### src/rtl/q01_tt_scanner.sv
// Truth-table scanner: walks index {a,b,c,d} through 0..15, holds each vector
// SETTLE cycles, captures s per index, then reports popcount and golden match.
module q01_tt_scanner #(
  parameter int unsigned SETTLE = 1,
  parameter logic [15:0] EXPECT = 16'hAC3C
) (
  input  logic        clk,
  input  logic        rst_n,
  input  logic        start,
  input  logic        s,
  output logic        a,
  output logic        b,
  output logic        c,
  output logic        d,
  output logic        busy,
  output logic        done,
  output logic [15:0] tt,
  output logic [4:0]  ones,
  output logic        match
);

  typedef enum logic [1:0] {IDLE, SCAN, FIN} state_t;

  localparam logic [3:0] SETTLE_C = 4'(SETTLE);

  state_t      state_q, state_d;
  logic [3:0]  idx_q, idx_d;
  logic [3:0]  cnt_q, cnt_d;
  logic [15:0] tt_q, tt_d;
  logic [4:0]  ones_q, ones_d;
  logic        match_q, match_d;

  logic [15:0] tt_smp;
  logic [4:0]  pop;

  always_comb begin
    tt_smp         = tt_q;
    tt_smp[idx_q]  = s;
    pop            = '0;
    for (int i = 0; i < 16; i++) pop = pop + 5'(tt_smp[i]);

    state_d = state_q;
    idx_d   = idx_q;
    cnt_d   = cnt_q;
    tt_d    = tt_q;
    ones_d  = ones_q;
    match_d = match_q;

    case (state_q)
      IDLE, FIN: begin
        if (start) begin
          state_d = SCAN;
          idx_d   = '0;
          cnt_d   = SETTLE_C;
          tt_d    = '0;
          ones_d  = '0;
          match_d = 1'b0;
        end else begin
          state_d = IDLE;
        end
      end
      SCAN: begin
        // start is deliberately not looked at here: no mid-scan restart
        if (cnt_q == 4'd1) begin
          tt_d = tt_smp;
          if (idx_q == 4'hF) begin
            state_d = FIN;
            ones_d  = pop;
            match_d = (tt_smp == EXPECT);
          end else begin
            idx_d = idx_q + 4'd1;
            cnt_d = SETTLE_C;
          end
        end else begin
          cnt_d = cnt_q - 4'd1;
        end
      end
      default: state_d = IDLE;
    endcase
  end

  always_ff @(posedge clk) begin
    if (!rst_n) begin
      state_q <= IDLE;
      idx_q   <= '0;
      cnt_q   <= '0;
      tt_q    <= '0;
      ones_q  <= '0;
      match_q <= 1'b0;
    end else begin
      state_q <= state_d;
      idx_q   <= idx_d;
      cnt_q   <= cnt_d;
      tt_q    <= tt_d;
      ones_q  <= ones_d;
      match_q <= match_d;
    end
  end

  assign {a, b, c, d} = idx_q;
  assign busy  = (state_q == SCAN);
  assign done  = (state_q == FIN);
  assign tt    = tt_q;
  assign ones  = ones_q;
  assign match = match_q;

endmodule

### config.mk
export PLATFORM = sky130hd
export DESIGN_NAME = q01_tt_scanner
export DESIGN_NICKNAME = d
export VERILOG_FILES = /design/src/rtl/q01_tt_scanner.sv
export SDC_FILE = /design/constraint.sdc
export NUM_CORES = 1
export LEC_CHECK = 0
export CORE_MARGIN = 2
export CORE_UTILIZATION = 40
export CTS_BUF_LIST = sky130_fd_sc_hd__clkbuf_8
export CTS_CLUSTER_DIAMETER = 120
export DETAILED_ROUTE_END_ITERATION = 10
export SLEW_MARGIN = 20
export SYNTH_ARGS = -nofsm -noshare
export SYNTH_HDL_FRONTEND = slang
export SYNTH_SLANG_ARGS = --single-unit
### constraint.sdc
create_clock -name clk -period 13.15 [get_ports clk]
set_input_delay 2.63 -clock clk [delete_from_list [all_inputs] [get_ports clk]]
set_output_delay 2.63 -clock clk [all_outputs]
set_load 0.05 [all_outputs]
==> results.json <==
{
  "fp-row-count": 25,
  "power_uw": 232,
  "slowest_delay_ps": 700,
  "startpoint_type": "input pin",
  "synth.area.top_cells": "dfxtp_1 (32%), fa_1 (9.9%), ha_1 (7.4%), mux2i_1 (7.4%), nor2_1 (7.2%)",
  "pin_count": 32,
  "layout_setup_ws_ps": 6260,
  "crit_family": "adder cells",
  "initial_core_util_pct": 42.2,
  "p_per_area_nw_per_um2": 93.1,
  "cts_resized": 0,
  "numPortBuffers": 31,
  "fin_crit_sh_pct": 52.4,
  "worstSetupPathType": "input pin to flop",
  "r2r_slack_ps": 8300,
  "synth_top_cell_by_area": "dfxtp_1",
  "rr_worst_depth": 13,
  "via_per_inst": 5.14,
  "crit_chain": "clkdlybuf4s50_1, mux2i_1, inv_1, fa_1, inv_1, fa_1, fa_1, fa_1, inv_1, ha_1, fa_1, a21o_1, a32o_1",
  "vias": 1686,
  "synth_seq_area_share_pct": 31.5,
  "first_pass_iters": 4,
  "grt_antenna_before_repair": 0,
  "max_cap_viol_count": 0,
  "hold_start": "ones[4]",
  "cts_tree": "built",
  "fin_skew_ps": 5.16,
  "gp_congestion": 0.798,
  "fin_tns_setup_ps": 0,
  "min_delay_worst_endpoint": "ones[4]",
  "nNetsFinal": 286,
  "critPathArrivalTime_ps": 7070,
  "drive_gt1_share_pct": 4.60,
  "hp-class": "flop to flop",
  "first_iter_violations": 81,
  "grt_overflow_total": 0,
  "status": "completed",
  "die_h_um": 75.3,
  "worstSkewPairLatency_ps": 290,
  "p_seq_share_pct": 43.4,
  "yosys.area.top_type_share_pct": 31.5,
  "swShare_pct": 24.7,
  "grt_pass1_wl_um": 7560,
  "htreeDepth": 2,
  "final-hold-violation-count": 0,
  "avgSynthCellArea_um2": 8.68,
  "coreArea_um2": 4820,
  "wl_per_cell_um": 14.2,
  "ctsHoldBuffers": 0,
  "setup_viol": 0,
  "areaGrowthSynthToFinish_pct": 22.7,
  "combinationalPowerShare_pct": 11.4,
  "antennaDiodeCount": 0,
  "rsz0062_at_grt": "no",
  "synthDistinctLibCells": 36,
  "syn_area_um2": 2030,
  "fin_area_um2": 2490,
  "worstPathRequired_ps": 13340,
  "p_clk_share_pct": 45.1,
  "synth_nets": 260,
  "ctsRootBufferMaster": "clkbuf_8",
  "grt_pass1_vias": 1523,
  "holdPathStages": 1,
  "ys_ff_latch": 32,
  "synthCells": 234,
  "peakVddDrop_uv": 42.3,
  "grt_use_total_pct": 18.0,
  "timing.rr.start": "idx_q[2]",
  "finalMaxSlewViolations": 0,
  "place_ws_ps": 5970,
  "antenna_left": 0,
  "cts_sinks": 32,
  "placed_area_um2": 2360,
  "reg2reg_to": "ones[4]",
  "slew_headroom_pct": 48.5,
  "dp_hpwl_um": 3320,
  "post_cts_buffers": 0,
  "drc": 0,
  "fmax_mhz": 145,
  "path_common_cell": "fa_1",
  "critPathBufInv": 4,
  "dieWidth_um": 75.3,
  "yosys_warnings": 0,
  "crit_path_top_delay_cell": "clkdlybuf4s50_1",
  "final.min_clock_period_ps": 6890,
  "routed_wl_um": 4670,
  "crit_path_end_kind": "flop",
  "internal-power_uw": 175,
  "cp_max_fo": 16,
  "worst_slew_pin_slew_ps": 773,
  "cts_made_buffers": 5,
  "clock_path_buffers": 2,
  "clk_pin_slew_worst_paths_ps": 70,
  "dieArea_um2": 5670,
  "power_switching_uw": 57.3,
  "p_leak_nw": 1.13,
  "grt_max_degree": 36,
  "fin_util_pct": 51.7
}
cells by family after synthesis:
group	count (synthesis)	share of synthesized area [%]
xor+xnor	5	2.16
simple gates	83	20.8
fa+ha+maj	22	17.2
mux	17	8.68
buf+inv	39	8.07
flops	32	31.5
compound gates	36	11.6
synth_stat cells:
cell type,n
mux2_2,1
nor3b_1,5
nand3b_1,9
buf_6,2
nand3_1,5
nand4_1,2
nand3_2,1
xor2_1,3
dfxtp_1,32
a21oi_1,7
clkbuf_1,7
o22ai_1,1
mux2i_1,15
buf_2,2
nand2b_1,2
nor3_1,3
ha_1,12
a22o_1,4
and3_1,3
clkinv_1,1
inv_1,26
o21ai_0,2
a31oi_1,16
nand4b_1,1
mux2_4,1
o221ai_1,1
nand2_1,7
fa_1,10
a32o_1,1
buf_1,1
nor2_1,39
a21o_1,3
or4_1,3
xnor2_1,2
nor2b_1,3
a211oi_1,1
metrics by stage:
stage / hold slack, ps / instances
3_3_place_gp: 457 / 320
2_1_floorplan: 481 / 234
4_1_cts: 483 / 328
3_5_place_dp: 460 / 320
6_report: 476 / 328
5_1_grt: 494 / 328
registers in the layout (all words and copies together) (netlist names):
register,flops
tt,16
ones,5
cnt_q,4
idx_q,4
state_q,2
match,1
power groups by stage:
stage	Clock, mW	Combinational (mW)	Sequential (mW)
global route	0.111	0.0298	0.101
floorplan	0	0.0176	0.105
detailed placement	0	0.0263	0.103
CTS	0.106	0.0265	0.101
global placement	0	0.0262	0.103
finish	0.105	0.0265	0.101
worst max path at each step:
stage          cells after the start  start      end
6_report                          13      s  ones[4]
4_1_cts                           13      s  ones[4]
2_1_floorplan                     13      s  ones[4]
3_3_place_gp                      13      s  ones[4]
5_1_grt                           13      s  ones[4]
3_5_place_dp                      13      s  ones[4]
final cells by class:
type / instances / area (um2)
multi-input cells: 163 / 1230
repair buffers: 31 / 310
clock inverters: 1 / 30.0
flip-flops and latches: 32 / 641
well taps: 67 / 83.8
clock buffers: 7 / 96.3
inverters: 27 / 101
fillers: 483 / 2320
cell usage in the layout, fill, tap and decap left out, types with 4 or more instances in the layout:
| cell type | instances |
|---|---|
| dfxtp_1 | 32 |
| clkbuf_8 | 7 |
| fa_1 | 10 |
| nand2_1 | 6 |
| ha_1 | 12 |
| clkdlybuf4s50_1 | 31 |
| nand3b_1 | 9 |
| mux2i_1 | 15 |
| a22o_1 | 4 |
| inv_1 | 26 |
| nor2_1 | 39 |
| nor3b_1 | 5 |
| a31oi_1 | 16 |
| nand3_1 | 5 |
| a21oi_1 | 7 |
worst reg2reg max path, cell delays in order (launching register included):
cell     delay [ps]
dfxtp_1         770
and3_1          340
mux2i_1         290
inv_1           100
fa_1            520
fa_1            550
inv_1            60
fa_1            490
fa_1            560
inv_1            50
ha_1            200
fa_1            400
a21o_1          190
a32o_1          240
routing by layer:
metal,GRT usage [%],vias to the layer above,routed length (um)
met5,0,-,0
met4,4.09,0,25
met3,6.02,4,187
met2,26.2,30,2070
met1,25.8,808,2390
li1,-,844,-
No activity file was read; power rests on OpenSTA's default activity.
